### src/rtl/dec_onehot_seq.sv
// dec_onehot_seq: registered AW-to-2^AW decoder with a valid/ready input handshake,
// one-hot / thermometer / inverse one-hot modes and a programmable per-word hold time.
// Each accepted index is driven on Y for HOLD cycles. Back-to-back words need no gap cycle.
module dec_onehot_seq #(
    parameter int unsigned AW        = 5,
    parameter int unsigned HOLD      = 1,
    parameter bit          ZERO_MASK = 1'b0
) (
    input  logic              Clk,
    input  logic              Rst,
    input  logic              En,
    input  logic              In_Valid,
    output logic              In_Ready,
    input  logic [AW-1:0]     I,
    input  logic [1:0]        Mode,
    output logic [2**AW-1:0]  Y,
    output logic              Y_Valid,
    output logic              Busy,
    output logic              Err
);

    localparam int unsigned NW = 2**AW;
    localparam int unsigned CW = $clog2(HOLD) + 1;
    localparam logic [CW-1:0] LAST = CW'(HOLD - 1);

    typedef enum logic {
        ST_IDLE,
        ST_DRIVE
    } state_t;

    state_t          r_state;
    logic [CW-1:0]   r_cnt;
    logic [NW-1:0]   r_y;
    logic            r_y_valid;
    logic            r_err;

    logic [NW-1:0]   w_dec;
    logic            w_ready;
    logic            w_xfer;

    // Ready depends only on state, counter and enable so it never loops back through In_Valid.
    always_comb begin
        w_ready = En & ((r_state == ST_IDLE) | ((r_state == ST_DRIVE) & (r_cnt == LAST)));
        w_xfer  = w_ready & In_Valid;
    end

    // Mode decode of the presented index; bit 0 is masked afterwards when ZERO_MASK is set.
    always_comb begin
        w_dec = '0;
        for (int unsigned j = 0; j < NW; j++) begin
            case (Mode)
                2'b00:   w_dec[j] = (AW'(j) == I);
                2'b01:   w_dec[j] = (AW'(j) <= I);
                2'b10:   w_dec[j] = (AW'(j) != I);
                default: w_dec[j] = 1'b0;
            endcase
        end
        if (ZERO_MASK) begin
            w_dec[0] = 1'b0;
        end
    end

    // IDLE/DRIVE sequencer: loads a word on transfer, holds it HOLD cycles, clears on En=0.
    always_ff @(posedge Clk or posedge Rst) begin
        if (Rst) begin
            r_state   <= ST_IDLE;
            r_cnt     <= '0;
            r_y       <= '0;
            r_y_valid <= 1'b0;
            r_err     <= 1'b0;
        end else if (!En) begin
            r_state   <= ST_IDLE;
            r_cnt     <= '0;
            r_y       <= '0;
            r_y_valid <= 1'b0;
            r_err     <= 1'b0;
        end else begin
            r_err <= 1'b0;
            if (w_xfer) begin
                r_state   <= ST_DRIVE;
                r_cnt     <= '0;
                r_y       <= w_dec;
                r_y_valid <= 1'b1;
                r_err     <= (Mode == 2'b11);
            end else if (r_state == ST_DRIVE) begin
                if (r_cnt != LAST) begin
                    r_cnt <= r_cnt + 1'b1;
                end else begin
                    r_state   <= ST_IDLE;
                    r_cnt     <= '0;
                    r_y       <= '0;
                    r_y_valid <= 1'b0;
                end
            end
        end
    end

    assign In_Ready = w_ready;
    assign Y        = r_y;
    assign Y_Valid  = r_y_valid;
    assign Busy     = (r_state == ST_DRIVE);
    assign Err      = r_err;

endmodule

### config.mk
export PLATFORM = sky130hd
export DESIGN_NAME = dec_onehot_seq
export DESIGN_NICKNAME = d
export VERILOG_FILES = /design/src/rtl/dec_onehot_seq.sv
export SDC_FILE = /design/constraint.sdc
export NUM_CORES = 1
export LEC_CHECK = 0
export ABC_AREA = 0
export CELL_PAD_IN_SITES_DETAIL_PLACEMENT = 0
export CELL_PAD_IN_SITES_GLOBAL_PLACEMENT = 1
export CORE_MARGIN = 3
export CORE_UTILIZATION = 40
export CTS_BUF_LIST = sky130_fd_sc_hd__clkbuf_16
export CTS_CLUSTER_SIZE = 28
export DETAILED_ROUTE_END_ITERATION = 8
export GPL_ROUTABILITY_DRIVEN = 1
export PLACE_DENSITY_LB_ADDON = 0.15
export SETUP_SLACK_MARGIN = 0.1
export SKIP_CTS_REPAIR_TIMING = 1
export SLEW_MARGIN = 5
export SYNTH_ARGS = -nofsm -noshare
export SYNTH_HDL_FRONTEND = slang
export SYNTH_SLANG_ARGS = --single-unit
export TNS_END_PERCENT = 20
### constraint.sdc
create_clock -name Clk -period 3.4 [get_ports Clk]
set_input_delay 0.85 -clock Clk [delete_from_list [all_inputs] [get_ports Clk]]
set_output_delay 0.85 -clock Clk [all_outputs]
set_load 0.03 [all_outputs]
Word-level counts from Yosys, hierarchy flattened
Index checks and enable logic that the tools add are counted.

cells by class
  add/sub/neg operators = 1
  magnitude comparators = 32
  eq/ne operators = 67
  multiplexer cells = 50
  bitwise gates (word level) = 6
  reduce and logical (&&, ||, !) cells = 4

operator list
  kind                                                    count
  two-way mux 32 bit                                      4
  one-hot mux 1 bit (3 select lines)                      32
  == test 5 bit (first input constant)                    16
  <= comparator 5 bit (first input constant)              16
  inequality test 5 bit (first input constant)            16
  == test 4 x 5 -> 1 bit (first input constant)           8
  <= comparator 4 x 5 -> 1 bit (first input constant)     8
  inequality test 4 x 5 -> 1 bit (first input constant)   8
  == test 3 x 5 -> 1 bit (first input constant)           4
  <= comparator 3 x 5 -> 1 bit (first input constant)     4
  inequality test 3 x 5 -> 1 bit (first input constant)   4
  two-way mux 1 bit                                       14
  == test 2 x 5 -> 1 bit (first input constant)           2
  <= comparator 1 x 5 -> 1 bit (first input constant)     2
  <= comparator 2 x 5 -> 1 bit (first input constant)     2
  inequality test 2 x 5 -> 1 bit (first input constant)   2
  == test 1 x 5 -> 1 bit (first input constant)           1
  zero test 5 bit                                         1
  inequality test 1 x 5 -> 1 bit (first input constant)   1
  nonzero test 5 bit                                      1
  == test 2 bit (second input constant)                   2
  bitwise AND 1 bit                                       3
  inequality test 3 x 1 -> 1 bit (second input constant)  1
  inequality test 3 x 2 -> 1 bit (second input constant)  1
  6 further kinds                                         7

word-level totals
  bits in registers = 36
  input bits = 11
  output and inout port bits = 36
  word-level logic and storage cells = 165

Longest topological paths before layout
Gate-level depths: netlist (run 1).

  word-level depth = 7
  mapped depth = 6
  depth with buffers taken out = 4

Worst setup path before layout (run 1)
OpenSTA, ideal clock, no wires.

  path kind = input to output
  from = input port En
  to = output port In_Ready
  arrival time = 0.995 ns
  data required time = 2.550 ns
  path slack = 1.555 ns
  stages = 1
  path buffers = 1
  cell sequence = buf_4

between the ends
  cells in the longest elaborated chain, start to end = 1

RTL lines
  element             line  text
  start: declaration  11    input logic En,
  bitwise AND 1 bit   43    w_ready = En & ((r_state == ST_IDLE) | ((r_state == ST_DRIVE) & (r_cnt == LAST)));
  end: declaration    13    output logic In_Ready,

Every way passes these cells.

Final worst setup path (run 1)
Same ends and word-level chain as after synthesis.

==> results of run 1 <==
[stage by stage]
| stage | total power [W] | utilization [%] | worst slack [ns] |
|---|---|---|---|
| 2_1_floorplan | 0.000613 | - | 1.56 |
| 3_5_place_dp | 0.000702 | 53.1 | 0.409 |
| 4_1_cts | 0.00113 | 55.9 | 0.409 |
| 5_1_grt | 0.00117 | 55.9 | 0.368 |
| 3_3_place_gp | 0.000701 | 53.1 | 0.423 |
| 6_report | 0.00112 | 55.9 | 0.414 |
[power by group through the flow]
stage | registers [W] | logic, W | clock network (W)
after CTS | 0.000452 | 0.000245 | 0.000438
after floorplan | 0.000504 | 0.000109 | 0
after global routing | 0.000455 | 0.000262 | 0.000455
after global placement | 0.000459 | 0.000242 | 0
final | 0.000452 | 0.000243 | 0.000425
after detailed placement | 0.000459 | 0.000243 | 0
[kinds of logic (layout without fill, tap and decap cells)]
kind of cell    count (synthesis)  after routing
compound gates                 88             88
xor+xnor                        2              2
buf+inv                        28             69
flops                          35             35
mux                             1              1
simple gates                   94             94
[cell usage in the layout, fill, tap and decap left out, types with 3 or more instances in the layout]
cell | Yosys | routed
o211ai_1 | 8 | 8
nand3_1 | 17 | 17
o31ai_1 | 4 | 4
dfrtp_1 | 35 | 35
buf_4 | 7 | 12
a31oi_1 | 4 | 4
nor2b_1 | 3 | 3
clkdlybuf4s50_1 | 0 | 46
nand2b_1 | 5 | 5
o21ai_1 | 20 | 20
nor2_1 | 12 | 12
nor3_1 | 6 | 6
o21ai_0 | 8 | 8
inv_1 | 3 | 5
clkbuf_16 | 0 | 5
o21a_1 | 3 | 3
nor2_2 | 3 | 3
nand2_1 | 33 | 33
a221o_1 | 8 | 8
a21oi_1 | 19 | 19
[worst paths after layout]
check	start	endpoint	depth (start not counted)	slack, ns
min reg2reg	Y[6]	Y[6]	2	0.48
max	En	In_Ready	2	0.41
min in group asynchronous	Rst	Y[26]	3	0.98
max reg2reg	Busy	Y[31]	4	2.13
max in group asynchronous	Rst	Y[10]	3	2.11
min	Y[6]	Y[6]	2	0.48
[layer usage]
layer | GRT usage (%) | vias to the layer above
met5 | 0 | -
met4 | 4.72 | 0
met3 | 3.74 | 5
met2 | 31.6 | 51
met1 | 26.8 | 968
li1 | - | 986
[layout make-up]
| type | count | area, µm² |
|---|---|---|
| multi-input cells | 185 | 1090 |
| well taps | 67 | 83.8 |
| clock inverters | 3 | 12.5 |
| fillers | 480 | 2170 |
| inverters | 3 | 11.3 |
| clock buffers | 5 | 125 |
| repair buffers | 58 | 551 |
| flip-flops and latches | 35 | 876 |
[sequential cells by signal, indices dropped and copies added (netlist names)]
signal,count
Err,1
Y,32
Busy,1
Y_Valid,1
==> flow_summary.json, run 1 <==
{
  "clock_skew_ns": 0.00382,
  "maxSlewViolCount": 0,
  "max_freq_mhz": 335,
  "slew_headroom_pct": 47.4,
  "synth_xor_area_share_pct": 0.828,
  "synth_common_cells": "dfrtp_1 (35), nand2_1 (33), o21ai_1 (20)",
  "yosysTopAreaCellShare_pct": 41.4,
  "hold_viol": 0,
  "start_util_pct": 43.1,
  "path_buf_inv": 2,
  "pwr-share-clk_pct": 38.0,
  "cp_data_required_time_ns": 2.55,
  "maxCapViolations": 0,
  "cp-start-kind": "input port",
  "dp_hpwl_um": 3910,
  "critPathTopFamily": "buffers and inverters",
  "dieArea_mm2": 0.00620,
  "grt_use_total_pct": 19.5,
  "met3WireLength_um": 216,
  "first_global_vias": 1932,
  "synth_mux_area_share_pct": 0.473,
  "vias_per_cell": 5.65,
  "crit_path_end_kind": "output pin",
  "clockBufferDepth": 2,
  "hold_class": "reg -> reg",
  "p_sw_w": 0.000324,
  "antenna_found_initial": 0,
  "die_w_um": 78.7,
  "postLayoutCellArea_mm2": 0.00275,
  "cts-root-buf": "clkbuf_16",
  "drt_first_pass_iters": 5,
  "setup_viol": 0,
  "remaining_drc_errors": 0,
  "h-tree-depth": 2,
  "cts_buffers": 5,
  "drive_gt1_share_pct": 9.34,
  "synthAdderAreaFrac_pct": 0,
  "grt-ovfl-total": 0,
  "area_growth_syn_to_layout_pct": 29.7,
  "ys_seq_area_share_pct": 41.4,
  "worstMarginPinSlew_ns": 0.786,
  "hold_ws_ns": 0.482,
  "grt_pass1_wl_um": 9660,
  "synth_area_mm2": 0.00212,
  "synth_area_leaders": "dfrtp_1 (41%), nand2_1 (5.9%), o21ai_1 (4.7%), a21oi_1 (4.5%), nand3_1 (4.0%)",
  "p_seq_share_pct": 40.3,
  "intPower_w": 0.000796,
  "leakagePower_nw": 1.13,
  "crit_slowest_cell": "clkdlybuf4s50_1",
  "dr_wl_met2_um": 2720,
  "crit_fanout": 6,
  "path_cells": "clkdlybuf4s50_1 -> clkdlybuf4s50_1",
  "yosysUniqueCellTypes": 46,
  "antenna_cells": 0,
  "synth_edf_count": 0,
  "postRouteAntennaNets": 0,
  "cpPeakStageDelay_ns": 0.71,
  "syn_inst": 248,
  "drt-total-wl_um": 5760,
  "nets": 299,
  "port_buffers": 46,
  "run_status": "finished, final reports clean",
  "coreArea_mm2": 0.00491,
  "rsz0062_at_grt": "no",
  "synth.most_common_cell": "dfrtp_1",
  "pin_count": 47,
  "cellPowerDensity_mw_per_mm2": 408,
  "swShare_pct": 28.9,
  "num_rows": 25,
  "synth_fp_nets": 259,
  "topRoutingLayerUsed": "met4",
  "cts_tree": "built",
  "synth_area_per_cell_um2": 8.53,
  "clk_latency_ns": 0.28,
  "yosysTopAreaCell": "dfrtp_1",
  "dp_cells": 348,
  "post-route-min-period_ns": 2.99,
  "cts_sinks": 35,
  "wl_met1_um": 2780,
  "grt_max_degree": 36,
  "num_vias": 2010,
  "postPlaceCellArea_mm2": 0.00261,
  "power_frac_comb_pct": 21.7,
  "critPathKind": "in -> out",
  "yosys_warnings": 0,
  "arrival_ns": 2.14,
  "fin_setup_tns_ns": 0,
  "synth-compound-area-share_pct": 27.0,
  "die_h_um": 78.7,
  "drtIter0Drc": 136,
  "vdd_ir_drop_max_mv": 0.237,
  "ys_async_sr_fraction_pct": 100,
  "synth_top_family_by_area": "compound AO/OA/AOI/OAI gates",
  "wl_per_cell_um": 16.2,
  "cts.clk_slew.worst_paths_ns": 0.05,
  "ys_dominant_reg_cell": "dfrtp_1",
  "place.gp.congestion": 0.783,
  "ys_ff_latch": 35,
  "min_period_over_period_pct": 87.8,
  "fin_cells": 356,
  "cp_common_cell": "clkdlybuf4s50_1",
  "yosys.area_share.simple_pct": 22.7
}
Note: power is estimated with default switching activity, not from simulation.
==> run 2: changes to the inputs <==
==> constraint.sdc (replaced) <==
create_clock -name Clk -period 3.4 [get_ports Clk]
set_input_delay 0.51 -clock Clk [delete_from_list [all_inputs] [get_ports Clk]]
set_output_delay 0.51 -clock Clk [all_outputs]
set_load 0.03 [all_outputs]
==> flow_summary.json, run 2 (synthesized netlist as in run 1, its figures left out) <==
{
  "grt_max_degree": 36,
  "critPathKind": "in -> out",
  "fill_cells": 482,
  "cp-start-kind": "input port",
  "hold_ws_ns": 0.486,
  "final_util_pct": 55.1,
  "setup_viol": 0,
  "clk_latency_ns": 0.27,
  "mostFrequentLayoutCell": "clkdlybuf4s50_1",
  "seq_area_um2": 876,
  "cp_common_cell": "clkdlybuf4s50_1",
  "slew_headroom_pct": 41.4,
  "remaining_drc_errors": 0,
  "grt_pass1_wl_um": 10400,
  "layout_setup_ws_ns": 1.09,
  "area_growth_syn_to_layout_pct": 27.9,
  "maxSlewViolCount": 0,
  "cellPowerDensity_mw_per_mm2": 414,
  "dp_hpwl_um": 4050,
  "worstMarginPinSlew_ns": 0.876,
  "crit_slowest_cell": "clkdlybuf4s50_1",
  "clock_skew_ns": 0.00377,
  "antenna_found_initial": 0,
  "largest_reg_flops": 32,
  "place.gp.congestion": 0.835,
  "drt_first_pass_iters": 4,
  "start_util_pct": 43.1,
  "leakagePower_nw": 1.10,
  "hold_class": "reg -> reg",
  "drt-total-wl_um": 6190,
  "post-route-min-period_ns": 2.31,
  "grt-ovfl-total": 0,
  "cts.clk_slew.worst_paths_ns": 0.05,
  "cts_sinks": 35,
  "first_global_vias": 2056,
  "drive_gt1_share_pct": 7.39,
  "run_status": "finished, final reports clean",
  "vias_per_cell": 5.78,
  "die_h_um": 78.7,
  "grt_use_total_pct": 21.1,
  "wl_per_cell_um": 17.6,
  "rsz0062_at_grt": "no",
  "path_cells": "clkdlybuf4s50_1 -> clkdlybuf4s50_1",
  "vdd_ir_drop_max_mv": 0.265,
  "dieArea_mm2": 0.00620,
  "cp_data_required_time_ns": 2.89,
  "num_rows": 25,
  "dpl_worst_slack_ns": 0.841,
  "mostFrequentLayoutCells": "clkdlybuf4s50_1 (46), dfrtp_1 (35), nand2_1 (33)",
  "cts_tree": "built",
  "die_w_um": 78.7,
  "max_freq_mhz": 433,
  "h-tree-depth": 2,
  "path_buf_inv": 2,
  "clockBufferDepth": 2,
  "maxCapViolations": 0,
  "crit_fanout": 6,
  "antenna_cells": 0,
  "cpPeakStageDelay_ns": 0.71,
  "multi_input_area_mm2": 0.00109,
  "critPathTopFamily": "buffers and inverters",
  "cts_buffers": 5,
  "postRouteAntennaNets": 0,
  "arrival_ns": 1.80,
  "nets": 294,
  "min_period_over_period_pct": 67.9,
  "crit_path_end_kind": "output pin",
  "drtIter0Drc": 213,
  "coreArea_mm2": 0.00491,
  "hold_viol": 0,
  "pin_count": 47,
  "fin_cells": 351,
  "fin_setup_tns_ns": 0,
  "cts-root-buf": "clkbuf_16",
  "num_vias": 2030,
  "dp_cells": 343,
  "port_buffers": 46
}
[run 2: metrics by stage]
| step | power [W] | area (µm²) |
|---|---|---|
| finish | 0.00112 | 2710 |
| global route | 0.00117 | 2710 |
| CTS | 0.00113 | 2710 |
| detailed placement | 0.000701 | 2570 |
| global placement | 0.000699 | 2570 |
| floorplan | 0.000613 | 2120 |
[run 2: final timing paths]
path,slack [ns],from,cells after the start,end
setup / recovery,1.09,En,2,In_Ready
hold / removal,0.49,Y[0],2,Y[0]
setup reg to reg,1.75,Busy,4,Y[17]
hold reg to reg,0.49,Y[0],2,Y[0]
max in group asynchronous,2.41,Rst,3,Y[3]
min in group asynchronous,0.65,Rst,3,Y[26]
[run 2: where the power goes]
group          total (W)  switching [W]  leakage, nW  internal (W)
registers       0.000453      0.0000131        0.471      0.000440
clock network   0.000427       0.000164       0.0701      0.000263
logic           0.000241       0.000152        0.560     0.0000888
total            0.00112       0.000329         1.10      0.000792
[run 2: metal layers]
layer,vias to the layer above,GRT usage (%),part of all wire [%]
li1,981,-,-
met1,978,28.5,45
met2,64,34.5,49
met3,7,3.85,4.8
met4,0,6.12,1.2
met5,-,0,0
[run 2: area by class of cell]
class	count	area share (%)
Multi-Input combinational cell	185	40.1
Sequential cell	35	32.4
Timing Repair Buffer	53	19.0
Clock buffer	5	4.62
Tap cell	67	3.10
Clock inverter	3	0.416
Inverter	3	0.416
